## config.mk

```make
export PLATFORM = sky130hd
export DESIGN_NAME = waveform_config_ctrl_flat
export DESIGN_NICKNAME = d
export VERILOG_FILES = /design/src/rtl/waveform_config_ctrl_if.sv /design/src/rtl/waveform_config_ctrl.sv /design/src/flat_wrapper.sv
export SDC_FILE = /design/constraint.sdc
export NUM_CORES = 1
export LEC_CHECK = 0
export ABC_AREA = 1
export CORE_MARGIN = 10
export CORE_UTILIZATION = 58
export CTS_CLUSTER_SIZE = 14
export DETAILED_ROUTE_END_ITERATION = 6
export PLACE_DENSITY = 0.93
export SLEW_MARGIN = 40
export SYNTH_ARGS = -nofsm -noshare
export SYNTH_HDL_FRONTEND = slang
export SYNTH_SLANG_ARGS = --single-unit
```

## constraint.sdc

```tcl
create_clock -name sys_clk_i -period 3.19 [get_ports sys_clk_i]
set_clock_uncertainty 0.15 [all_clocks]
set_input_delay 0.638 -clock sys_clk_i [delete_from_list [all_inputs] [get_ports sys_clk_i]]
set_output_delay 0.638 -clock sys_clk_i [all_outputs]
set_load 0.01 [all_outputs]
```

## src/rtl/waveform_config_ctrl_if.sv

```systemverilog
// Register-access bus between a host and the waveform configuration controller.
// Latency: reads return one cycle after the read strobe; writes take effect at the strobe edge.
// Backpressure: none; every strobe is accepted in the cycle it is presented.
//
// Signals: int_we_i/int_re_i single-cycle strobes, int_addr_i 4-bit address,
//          int_data_i write data, int_data_o read data, int_rd_valid_o read data valid.
interface waveform_config_ctrl_if;
    logic       int_we_i;
    logic       int_re_i;
    logic [3:0] int_addr_i;
    logic [7:0] int_data_i;
    logic [7:0] int_data_o;
    logic       int_rd_valid_o;

    // Host side drives strobes, address and write data.
    modport master (
        output int_we_i, int_re_i, int_addr_i, int_data_i,
        input  int_data_o, int_rd_valid_o
    );

    // Controller side answers with read data.
    modport slave (
        input  int_we_i, int_re_i, int_addr_i, int_data_i,
        output int_data_o, int_rd_valid_o
    );
endinterface

```

## src/rtl/waveform_config_ctrl.sv

```systemverilog
// Two-channel waveform config: shadow registers, committed to active outputs at period wrap.
// Latency: read data 1 cycle after strobe; commit applies 1 cycle after a wrap (or after commit if disabled).
// Backpressure: none; register strobes always accepted, a write wins over a simultaneous read.
//
// Ports: sys_clk_i/sys_rst_i clock and async active-low reset; bus register access interface;
//        chN_wrap_i end-of-period pulse; chN_en_o/chN_sel_o/chN_psc_o active config; chN_upd_o apply pulse.
module waveform_config_ctrl #(
    parameter int PSC_WIDTH = 24,
    parameter int PSC_MIN   = 2
) (
    input  logic                 sys_clk_i,
    input  logic                 sys_rst_i,
    waveform_config_ctrl_if.slave bus,
    input  logic                 ch1_wrap_i,
    input  logic                 ch2_wrap_i,
    output logic                 ch1_en_o,
    output logic                 ch2_en_o,
    output logic [PSC_WIDTH-1:0] ch1_psc_o,
    output logic [PSC_WIDTH-1:0] ch2_psc_o,
    output logic [1:0]           ch1_sel_o,
    output logic [1:0]           ch2_sel_o,
    output logic                 ch1_upd_o,
    output logic                 ch2_upd_o
);

    typedef enum logic [1:0] {ST_IDLE, ST_PENDING, ST_APPLY} state_t;

    localparam logic [PSC_WIDTH-1:0] PSC_FLOOR  = PSC_WIDTH'(PSC_MIN);
    localparam logic [23:0]          SHADOW_RST = 24'(PSC_MIN);

    // Index 0 is channel 1, index 1 is channel 2.
    logic [1:0]                shd_en;
    logic [1:0][1:0]           shd_sel;
    logic [1:0][23:0]          shd_psc;
    logic [1:0]                act_en;
    logic [1:0][1:0]           act_sel;
    logic [1:0][PSC_WIDTH-1:0] act_psc;

    state_t     state     [2];
    state_t     state_nxt [2];
    logic [1:0] enter_apply;
    logic [1:0] pending;
    logic [1:0] wrap;
    logic [1:0] commit;
    logic [7:0] rd_mux;
    logic       rd_go;

    // Shadow PSC is kept at full 24-bit register width so it reads back
    // unmodified; the floor is only applied on the way to the datapath.
    function automatic logic [PSC_WIDTH-1:0] psc_floor(input logic [23:0] v);
        logic [PSC_WIDTH-1:0] t;
        t = PSC_WIDTH'(v);
        return (t < PSC_FLOOR) ? PSC_FLOOR : t;
    endfunction

    assign wrap   = {ch2_wrap_i, ch1_wrap_i};
    assign commit = (bus.int_we_i && bus.int_addr_i == 4'h7) ? bus.int_data_i[1:0] : 2'b00;
    assign rd_go  = bus.int_re_i && !bus.int_we_i;

    // Shadow registers
    always_ff @(posedge sys_clk_i or negedge sys_rst_i) begin
        if (!sys_rst_i) begin
            shd_en  <= '0;
            shd_sel <= '0;
            shd_psc <= {SHADOW_RST, SHADOW_RST};
        end else if (bus.int_we_i) begin
            case (bus.int_addr_i)
                4'h0: begin
                    shd_en     <= bus.int_data_i[1:0];
                    shd_sel[0] <= bus.int_data_i[3:2];
                    shd_sel[1] <= bus.int_data_i[5:4];
                end
                4'h1:    shd_psc[0][7:0]   <= bus.int_data_i;
                4'h2:    shd_psc[0][15:8]  <= bus.int_data_i;
                4'h3:    shd_psc[0][23:16] <= bus.int_data_i;
                4'h4:    shd_psc[1][7:0]   <= bus.int_data_i;
                4'h5:    shd_psc[1][15:8]  <= bus.int_data_i;
                4'h6:    shd_psc[1][23:16] <= bus.int_data_i;
                default: ;
            endcase
        end
    end

    // Read path
    always_comb begin
        rd_mux = '0;
        case (bus.int_addr_i)
            4'h0:    rd_mux = {2'b00, shd_sel[1], shd_sel[0], shd_en};
            4'h1:    rd_mux = shd_psc[0][7:0];
            4'h2:    rd_mux = shd_psc[0][15:8];
            4'h3:    rd_mux = shd_psc[0][23:16];
            4'h4:    rd_mux = shd_psc[1][7:0];
            4'h5:    rd_mux = shd_psc[1][15:8];
            4'h6:    rd_mux = shd_psc[1][23:16];
            4'h8:    rd_mux = {4'b0000, act_en, pending};
            default: rd_mux = '0;
        endcase
    end

    always_ff @(posedge sys_clk_i or negedge sys_rst_i) begin
        if (!sys_rst_i) begin
            bus.int_data_o     <= '0;
            bus.int_rd_valid_o <= 1'b0;
        end else begin
            bus.int_rd_valid_o <= rd_go;
            bus.int_data_o     <= rd_go ? rd_mux : 8'h00;
        end
    end

    // Commit FSMs
    always_ff @(posedge sys_clk_i or negedge sys_rst_i) begin
        if (!sys_rst_i) begin
            for (int i = 0; i < 2; i++) state[i] <= ST_IDLE;
        end else begin
            for (int i = 0; i < 2; i++) state[i] <= state_nxt[i];
        end
    end

    always_comb begin
        for (int i = 0; i < 2; i++) begin
            state_nxt[i]   = state[i];
            enter_apply[i] = 1'b0;
            pending[i]     = (state[i] == ST_PENDING);
            case (state[i])
                ST_IDLE: begin
                    if (commit[i]) state_nxt[i] = ST_PENDING;
                end
                ST_PENDING: begin
                    // A disabled channel has no period to protect, so it
                    // applies on the cycle after the commit.
                    if (wrap[i] || !act_en[i]) begin
                        state_nxt[i]   = ST_APPLY;
                        enter_apply[i] = 1'b1;
                    end
                end
                ST_APPLY: begin
                    state_nxt[i] = commit[i] ? ST_PENDING : ST_IDLE;
                end
                default: state_nxt[i] = ST_IDLE;
            endcase
        end
    end

    // Active config loads on the edge entering APPLY, so the shadow is
    // sampled before any write landing in the APPLY cycle itself.
    always_ff @(posedge sys_clk_i or negedge sys_rst_i) begin
        if (!sys_rst_i) begin
            act_en  <= '0;
            act_sel <= '0;
            act_psc <= {PSC_FLOOR, PSC_FLOOR};
        end else begin
            for (int i = 0; i < 2; i++) begin
                if (enter_apply[i]) begin
                    act_en[i]  <= shd_en[i];
                    act_sel[i] <= shd_sel[i];
                    act_psc[i] <= psc_floor(shd_psc[i]);
                end
            end
        end
    end

    assign ch1_en_o  = act_en[0];
    assign ch2_en_o  = act_en[1];
    assign ch1_sel_o = act_sel[0];
    assign ch2_sel_o = act_sel[1];
    assign ch1_psc_o = act_psc[0];
    assign ch2_psc_o = act_psc[1];
    assign ch1_upd_o = (state[0] == ST_APPLY);
    assign ch2_upd_o = (state[1] == ST_APPLY);

endmodule

```

## src/flat_wrapper.sv

```systemverilog
// flat-port wrapper written by rule: the top's interface ports become plain ports
module waveform_config_ctrl_flat 
#(
    parameter int PSC_WIDTH = 24,
    parameter int PSC_MIN   = 2
)
  (sys_clk_i, sys_rst_i, ch1_wrap_i, ch2_wrap_i, ch1_en_o, ch2_en_o, ch1_psc_o, ch2_psc_o, ch1_sel_o, ch2_sel_o, ch1_upd_o, ch2_upd_o, bus_int_we_i, bus_int_re_i, bus_int_addr_i, bus_int_data_i, bus_int_data_o, bus_int_rd_valid_o);
  waveform_config_ctrl_if bus_i ();
  input  logic sys_clk_i;
  input  logic sys_rst_i;
  input  logic ch1_wrap_i;
  input  logic ch2_wrap_i;
  output logic ch1_en_o;
  output logic ch2_en_o;
  output logic [PSC_WIDTH-1:0] ch1_psc_o;
  output logic [PSC_WIDTH-1:0] ch2_psc_o;
  output logic [1:0] ch1_sel_o;
  output logic [1:0] ch2_sel_o;
  output logic ch1_upd_o;
  output logic ch2_upd_o;
  input wire logic [$bits(bus_i.int_we_i)-1:0] bus_int_we_i;
  input wire logic [$bits(bus_i.int_re_i)-1:0] bus_int_re_i;
  input wire logic [$bits(bus_i.int_addr_i)-1:0] bus_int_addr_i;
  input wire logic [$bits(bus_i.int_data_i)-1:0] bus_int_data_i;
  output wire logic [$bits(bus_i.int_data_o)-1:0] bus_int_data_o;
  output wire logic [$bits(bus_i.int_rd_valid_o)-1:0] bus_int_rd_valid_o;
  assign bus_i.int_we_i = bus_int_we_i;
  assign bus_i.int_re_i = bus_int_re_i;
  assign bus_i.int_addr_i = bus_int_addr_i;
  assign bus_i.int_data_i = bus_int_data_i;
  assign bus_int_data_o = bus_i.int_data_o;
  assign bus_int_rd_valid_o = bus_i.int_rd_valid_o;
  waveform_config_ctrl #(.PSC_WIDTH(PSC_WIDTH), .PSC_MIN(PSC_MIN)) u_core (.sys_clk_i(sys_clk_i), .sys_rst_i(sys_rst_i), .bus(bus_i), .ch1_wrap_i(ch1_wrap_i), .ch2_wrap_i(ch2_wrap_i), .ch1_en_o(ch1_en_o), .ch2_en_o(ch2_en_o), .ch1_psc_o(ch1_psc_o), .ch2_psc_o(ch2_psc_o), .ch1_sel_o(ch1_sel_o), .ch2_sel_o(ch2_sel_o), .ch1_upd_o(ch1_upd_o), .ch2_upd_o(ch2_upd_o));
endmodule
```

---- Word level (Yosys, flattened, before mapping) ----
Cells that the tools add are included.
cells by class
  divide/modulo/power cells ............... 0
  equality and inequality tests ........... 16
  bitwise gates (word level) .............. 0
  order comparisons ....................... 2
  $mul .................................... 0
  reductions and logical operators ........ 19
  add/sub/neg operators ................... 0
  multiplexer cells ....................... 17
  shift-type cells ........................ 0
operators with widths
  cell                   count
  $pmux W8 S8            1
  $lt A24 B2 Y1 const B  2
  $mux W24               2
  $reduce_and A2 Y1      9
  $eq A4 B3 Y1 const B   4
  $pmux W2 S3            2
  $mux W2                5
  $eq A4 B2 Y1 const B   2
  $mux W8                1
  $mux W1                6
  $eq A2 B1 Y1 const B   2
  $eq A2 B2 Y1 const B   2
  $eq A4 B1 Y1 const B   1
  $eq A4 B4 Y1 const B   1
  $logic_not A2 Y1       2
  $logic_not A4 Y1       1
  $ne A2 B1 Y1 const B   2
  $ne A2 B2 Y1 const B   2
  $logic_not A1 Y1       3
  $logic_and A1 B1 Y1    2
  $logic_or A1 B1 Y1     2
word-level totals
  memories kept ........................... 0
  logic and storage cells ................. 73
  flip-flop bits (word level) ............. 121
  bits in latches ......................... 0
  output and inout port bits .............. 65
  input bits .............................. 18
  memory bits (read-only) ................. 0
  RAM bits ................................ 0

---- Longest topological paths before layout ----
Gate-level depths: netlist of the first run.
  word-level depth ........................ 5
  depth in mapped cells ................... 7
  depth with buffers taken out ............ 7

---- Worst setup path before layout of the first run ----
Ideal clock, no wire load.
  kind .................................... input-to-reg
  start point ............................. input ch1_wrap_i
  end point ............................... register u_core.act_psc, in the netlist u_core.ch1_psc_o[11]
  stages on the path ...................... 7
  buffers on the path ..................... 1
  path slack .............................. 1558 ps
  data arrival time ....................... 1366 ps
  required time ........................... 2923 ps
  library setup time ...................... 117 ps
  cell sequence ........................... inv_1 > nand2_1 > nand2_2 > clkinv_1 > buf_2 > nand2_1 > nand2_1
on the way
  word-level cells in the longest chain between the ends .. 3
RTL lines
  element                        RTL line                     text
  start, declared                flat_wrapper.sv:11           input logic ch1_wrap_i;
  $logic_or A1 B1 Y1             waveform_config_ctrl.sv:131  if (wrap[i] || !act_en[i]) begin
  $mux W1                        waveform_config_ctrl.sv:131
  $mux W1                        waveform_config_ctrl.sv:124  case (state[i])
  end signal, assigned           waveform_config_ctrl.sv:150  act_psc <= {PSC_FLOOR, PSC_FLOOR};
  end signal, assigned by index  waveform_config_ctrl.sv:156  act_psc[i] <= psc_floor(shd_psc[i]);
  end, declared                  waveform_config_ctrl.sv:37   logic [1:0][PSC_WIDTH-1:0] act_psc;
Every way passes these cells.
A chain may end at the register's enable or synchronous reset.

---- Worst setup path in the final report of the first run ----
  start point ............................. register u_core.act_psc, in the netlist u_core.ch2_psc_o[1]
  end point ............................... output ch2_psc_o[1]
RTL lines
  element        RTL line            text
  end, declared  flat_wrapper.sv:16  output logic [PSC_WIDTH-1:0] ch2_psc_o;
No word-level cell between the ends.

==> reports/results.ini, run 1 <==
[detailed_routing]
wirelength_um = 15300
first_pass_iters = 5
dr.first_iter.drc_count = 536
num_vias = 4717
wl_per_cell_um = 18.4
detail-route-antenna-nets = 0
vias_per_cell = 5.68
drc = 0

[sta]
final-max-slew-violation-count = 0
fmax_mhz = 421
finalHoldViolCount = 0
tns_ns = 0
post-route-min-period_ns = 2.37
finalSetupViolCount = 0
max-slew-margin-rel = 0.616
period_share = 0.744
fin_ws_ns = 0.815
rsz0062_at_grt = no
worst_pin_slew_ns = 0.575

[run]
cap_violations = 0

[floorplan]
ios = 83
dieArea_mm2 = 0.0133
coreArea_mm2 = 0.00876
row_count = 34
die-height_um = 115
die_w_um = 115
initial_utilization = 0.599

[clocking]
cts_buffers = 17
cts.sinks = 121
clockBufferDepth = 2
htreeDepth = 4
root_buffer = clkbuf_8
path_clk_slew_ns = 0.06
postCtsHoldBufs = 1
postCtsResizedCells = 0
clk_latency_ns = 0.52
tritoncts = done
post_cts_buffers = 0

[global_route]
grt_pass1_vias = 4689
grt_use_total = 0.236
grt_max_degree = 59
grt-ovfl-total = 0
antenna_found_initial = 0
grt_pass1_wl_um = 24400

[status]
outcome = completed

[finish]
utilization = 0.772
area_growth_syn_to_layout_pct = 28.9
fillCellCount = 581
layoutNonFillerInstCount = 830
diodes = 0
final_cell_area_mm2 = 0.00676
nets = 727
multi_input_area_mm2 = 0.00191
drive_above_1_share = 0.0970
final-seq-area_mm2 = 0.00303

[setup_path]
cpLargestDelayFamily = buffers and inverters
crit_path_top_delay_cell = clkdlybuf4s50_1
start_kind = flop
critPathKind = reg2out
critPathCaptureType = output port
cp_cell_sequence = clkdlybuf4s50_1
required_ns = 2.40
cp_max_fo = 2
crit_buf_inv = 1
critPathMaxStageDelay_ns = 0.54
cp_data_arrival_time_ns = 1.59

[power_and_ir_drop]
peakVddDrop_v = 0.000562
static-leakage-power_nw = 3.29
p_per_area_mw_per_mm2 = 766

[place]
dp_slack_ns = 0.639
portBuffers = 82
place_inst = 797
globalplace.congestion = 0.996
dp_hpwl_um = 10900
place_area_mm2 = 0.00614

[synth]
synth_seq_cells = 121
yosysSeqAreaShare = 0.578
yosysUniqueCellTypes = 23
syn_avg_cell_area_um2 = 8.44
synthCells = 622
syn-num-nets = 640
syn-cell-area_mm2 = 0.00525
yosysWarnings = 0

[min_path]
hold_class = reg2reg

-- path summary, 6_finish.rpt --
| check | startpoint | end | slack (ns) | cells after the start |
|---|---|---|---|---|
| worst max-delay path | u_core.ch2_psc_o[1]$_DFFE_PN1P_ | ch2_psc_o[1] | 0.82 | 1 |
| worst min-delay path | u_core.ch1_psc_o[13]$_DFFE_PN0P_ | u_core.ch1_psc_o[13]$_DFFE_PN0P_ | 0.33 | 2 |
| worst max register to register | u_core.state[2]$_DFFE_PN0P_ | u_core.ch1_psc_o[9]$_DFFE_PN0P_ | 1.60 | 6 |
| worst min register to register | u_core.ch1_psc_o[13]$_DFFE_PN0P_ | u_core.ch1_psc_o[13]$_DFFE_PN0P_ | 0.33 | 2 |
| max in group asynchronous | sys_rst_i | u_core.shd_psc[1]$_DFFE_PN1P_ | 1.64 | 3 |
| min in group asynchronous | sys_rst_i | u_core.ch1_psc_o[9]$_DFFE_PN0P_ | 0.48 | 2 |
-- kinds of logic after synthesis --
family,count (synthesis),synth area share
buffers and inverters,72,0.0591
AO/OA/AOI/OAI,89,0.0920
AND/OR/NAND/NOR,340,0.271
flip-flops,121,0.578
-- synthesized netlist by cell type (all sizes together) --
library cell  count  share of area
a21oi             8         0.0076
clkbuf            6         0.0043
nand3            58          0.055
inv              48          0.034
dfstp             4          0.020
nand3b            2         0.0029
buf              16          0.019
nor3              2         0.0041
clkinv            2         0.0014
nor2             68          0.055
o32ai             2         0.0033
nand2           210           0.15
o21ai            79          0.081
dfrtp           117           0.56
-- through the flow --
| step | power (mW) | hold slack (ns) |
|---|---|---|
| floorplan | 2.58 | 0.192 |
| global placement | 3.18 | 0.310 |
| detailed placement | 3.23 | 0.315 |
| CTS | 5.20 | 0.330 |
| global route | 5.41 | 0.348 |
| finish | 5.18 | 0.326 |
-- registers in the layout, indices dropped and copies added (netlist names) --
| signal | count |
|---|---|
| u_core.ch1_psc_o | 24 |
| u_core.ch2_psc_o | 24 |
| u_core.bus.int_data_o | 8 |
| u_core.shd_sel | 4 |
| u_core.bus.int_rd_valid_o | 1 |
| u_core.ch1_sel_o | 2 |
| u_core.shd_psc | 48 |
| u_core.state | 4 |
| u_core.act_en | 2 |
| u_core.shd_en | 2 |
| u_core.ch2_sel_o | 2 |
-- area by class of cell --
class                   instances  area share
repair buffers                 90       0.132
flip-flops and latches        121       0.448
clock buffers                  20      0.0644
multi-input cells             429       0.282
clock inverters                12      0.0257
well taps                     108      0.0200
inverters                      50      0.0277
-- routing by layer --
| metal | global-route usage | up-vias | part of all wire |
|---|---|---|---|
| met5 | 0 | - | 0 |
| met4 | 0.0949 | 0 | 0.033 |
| met3 | 0.0714 | 47 | 0.089 |
| met2 | 0.392 | 218 | 0.48 |
| met1 | 0.279 | 2296 | 0.39 |
| li1 | - | 2156 | - |
-- where the power goes --
part           internal (mW)  switching [mW]  leakage [nW]
sequential              1.88           0.279          1.56
clock                   1.29           0.673         0.299
combinational          0.525           0.538          1.44
-- cell usage in the layout (no fill, tap or decap), types with 3 or more instances in the layout --
cell / count
nor2_4: 3
nor2_1: 60
clkdlybuf4s50_1: 81
dfrtp_1: 117
nand3_1: 58
inv_2: 4
inv_1: 44
bufinv_16: 4
nor2_2: 5
clkinv_4: 3
nand2_2: 7
o21ai_1: 14
buf_4: 7
clkinv_2: 4
a21oi_1: 8
clkbuf_16: 16
o21ai_2: 8
dfstp_2: 4
nand2_1: 203
o21ai_0: 57
No activity file was read; power rests on OpenSTA's default activity.
==> run 2: changes to the inputs <==
Settings changed: CORE_UTILIZATION 58 to 54, PLACE_DENSITY 0.93 to 0.88.
Clock period 3.19 ns to 2.5 ns, I/O delays scaled along.
==> run 2 against run 1 <==
Core utilization is 4.2 points lower. Critical path depth unchanged. Worst setup slack worse by 0.56 ns. Sequential share of layout area fell by 0.48 points. Global-route usage is 1.8 points lower. Combinational power up 27%. Register-to-register slack worse by 0.76 ns. Cell count rose by 2.9%. Via count is 4.4% lower. Non-clock buffer count up 3. First-iteration DRC count is 31% lower. Total power rose by 28%.
==> reports/results.ini, run 2 (synthesis gave the netlist of run 1 again) <==
[status]
outcome = completed

[floorplan]
row_count = 35
die_w_um = 119
ios = 83
coreArea_mm2 = 0.00937
dieArea_mm2 = 0.0141
die-height_um = 119
initial_utilization = 0.560

[global_route]
met3_usage = 0.0676
use_met1 = 0.251
grt_max_degree = 122
grt_use_total = 0.218
grt_pass1_wl_um = 24600
busiest_layer = met2
met2_usage = 0.369
antenna_found_initial = 0
grt-ovfl-total = 0
grt_pass1_vias = 4722

[power_and_ir_drop]
swShare = 0.290
peakVddDrop_v = 0.000622
static-leakage-power_nw = 3.31
power.switching_mw = 1.92
p_per_area_mw_per_mm2 = 972
clkPwrFrac = 0.382
p_comb_frac = 0.204
pwr-share-seq = 0.415
p_int_mw = 4.72

[setup_path]
critPathKind = reg2out
critPathCaptureType = output port
start_kind = flop
cp_data_arrival_time_ns = 1.60
required_ns = 1.85
crit_buf_inv = 1
cp_max_fo = 2
cp_cell_sequence = clkdlybuf4s50_1
critPathMaxStageDelay_ns = 0.55
crit_path_top_delay_cell = clkdlybuf4s50_1
cpLargestDelayFamily = buffers and inverters

[min_path]
hold_class = reg2reg

[detailed_routing]
detail-route-antenna-nets = 0
vias_per_cell = 5.28
num_vias = 4510
drc = 0
wl_per_cell_um = 17.8
dr.first_iter.drc_count = 371
wirelength_um = 15200
first_pass_iters = 5

[finish]
final_cell_area_mm2 = 0.00684
nets = 730
largest_reg_flops = 48
final_cell_mix = nand2_1, dfrtp_1, clkdlybuf4s50_1, nor2_1, nand3_1
area_growth_syn_to_layout_pct = 30.3
largest_register = u_core.shd_psc
diodes = 0
drive_above_1_share = 0.101
layout_commonest_cell = nand2_1

[sta]
post-route-min-period_ns = 2.25
tns_ns = 0
max-slew-margin-rel = 0.578
rsz0062_at_grt = no
fmax_mhz = 445
period_share = 0.899
finalSetupViolCount = 0
finalHoldViolCount = 0
worst_pin_slew_ns = 0.633
final-max-slew-violation-count = 0
fin_ws_ns = 0.253

[place]
dp_slack_ns = 0.145
place_area_mm2 = 0.00622
globalplace.congestion = 0.948
dp_hpwl_um = 10800
portBuffers = 82

[clocking]
clk_latency_ns = 0.52
root_buffer = clkbuf_8
cts_buffers = 17
htreeDepth = 4
postCtsResizedCells = 0
tritoncts = done
clockBufferDepth = 2
cts.sinks = 121
path_clk_slew_ns = 0.06

[run]
cap_violations = 0

-- run 2: cell types whose count changed in the layout (fill, tap and decap cells not counted) --
cell	change
buf_12	+2
buf_4	+1
-- run 2: stage by stage --
step	utilization	hold slack [ns]	total power, mW	cells
global placement	0.664	0.310	4.07	821
floorplan	-	0.0544	3.30	622
CTS	0.730	0.331	6.68	854
global route	0.730	0.344	6.95	854
detailed placement	0.664	0.314	4.14	821
finish	0.730	0.328	6.64	854
-- run 2: repair_timing --
| item | 4_1_cts | 5_1_grt |
|---|---|---|
| buffers inserted | 0 | 0 |
| endpoints found under the setup margin | 0 | 0 |
| endpoints found under the hold margin | 117 | 0 |
| hold buffers | 1 | 0 |
-- run 2: power groups by stage --
stage	combinational, mW	clock (mW)	sequential (mW)
4_1_cts	1.38	2.55	2.75
6_report	1.35	2.54	2.75
2_1_floorplan	0.505	0	2.79
3_3_place_gp	1.31	0	2.76
5_1_grt	1.51	2.64	2.80
3_5_place_dp	1.36	0	2.78
-- run 2: per-layer routing --
layer  up-vias  share of wire
li1       2166              -
met1      2159           0.41
met2       147           0.49
met3        38          0.070
met4         0          0.029
met5         -              0
-- run 2: worst paths after layout --
check	startpoint	endpoint	slack [ns]	cells past startpoint
hold / removal	u_core.ch1_psc_o[22]$_DFFE_PN0P_	u_core.ch1_psc_o[22]$_DFFE_PN0P_	0.33	2
min in group asynchronous	sys_rst_i	u_core.ch1_psc_o[18]$_DFFE_PN0P_	0.48	3
max in group asynchronous	sys_rst_i	u_core.ch2_psc_o[20]$_DFFE_PN0P_	1.25	3
setup reg to reg	u_core.act_en[0]$_DFFE_PN0P_	u_core.ch1_psc_o[8]$_DFFE_PN0P_	0.84	5
setup / recovery	u_core.ch2_psc_o[1]$_DFFE_PN1P_	ch2_psc_o[1]	0.25	1
hold reg to reg	u_core.ch1_psc_o[22]$_DFFE_PN0P_	u_core.ch1_psc_o[22]$_DFFE_PN0P_	0.33	2
-- run 2: cell type report --
type,instances,area (µm²)
fill,759,2530
timing repair buffer,93,941
inverter,50,188
clock inverter,12,174
multi-input combinational,429,1910
sequential,121,3030
tap,129,161
clock buffer,20,435
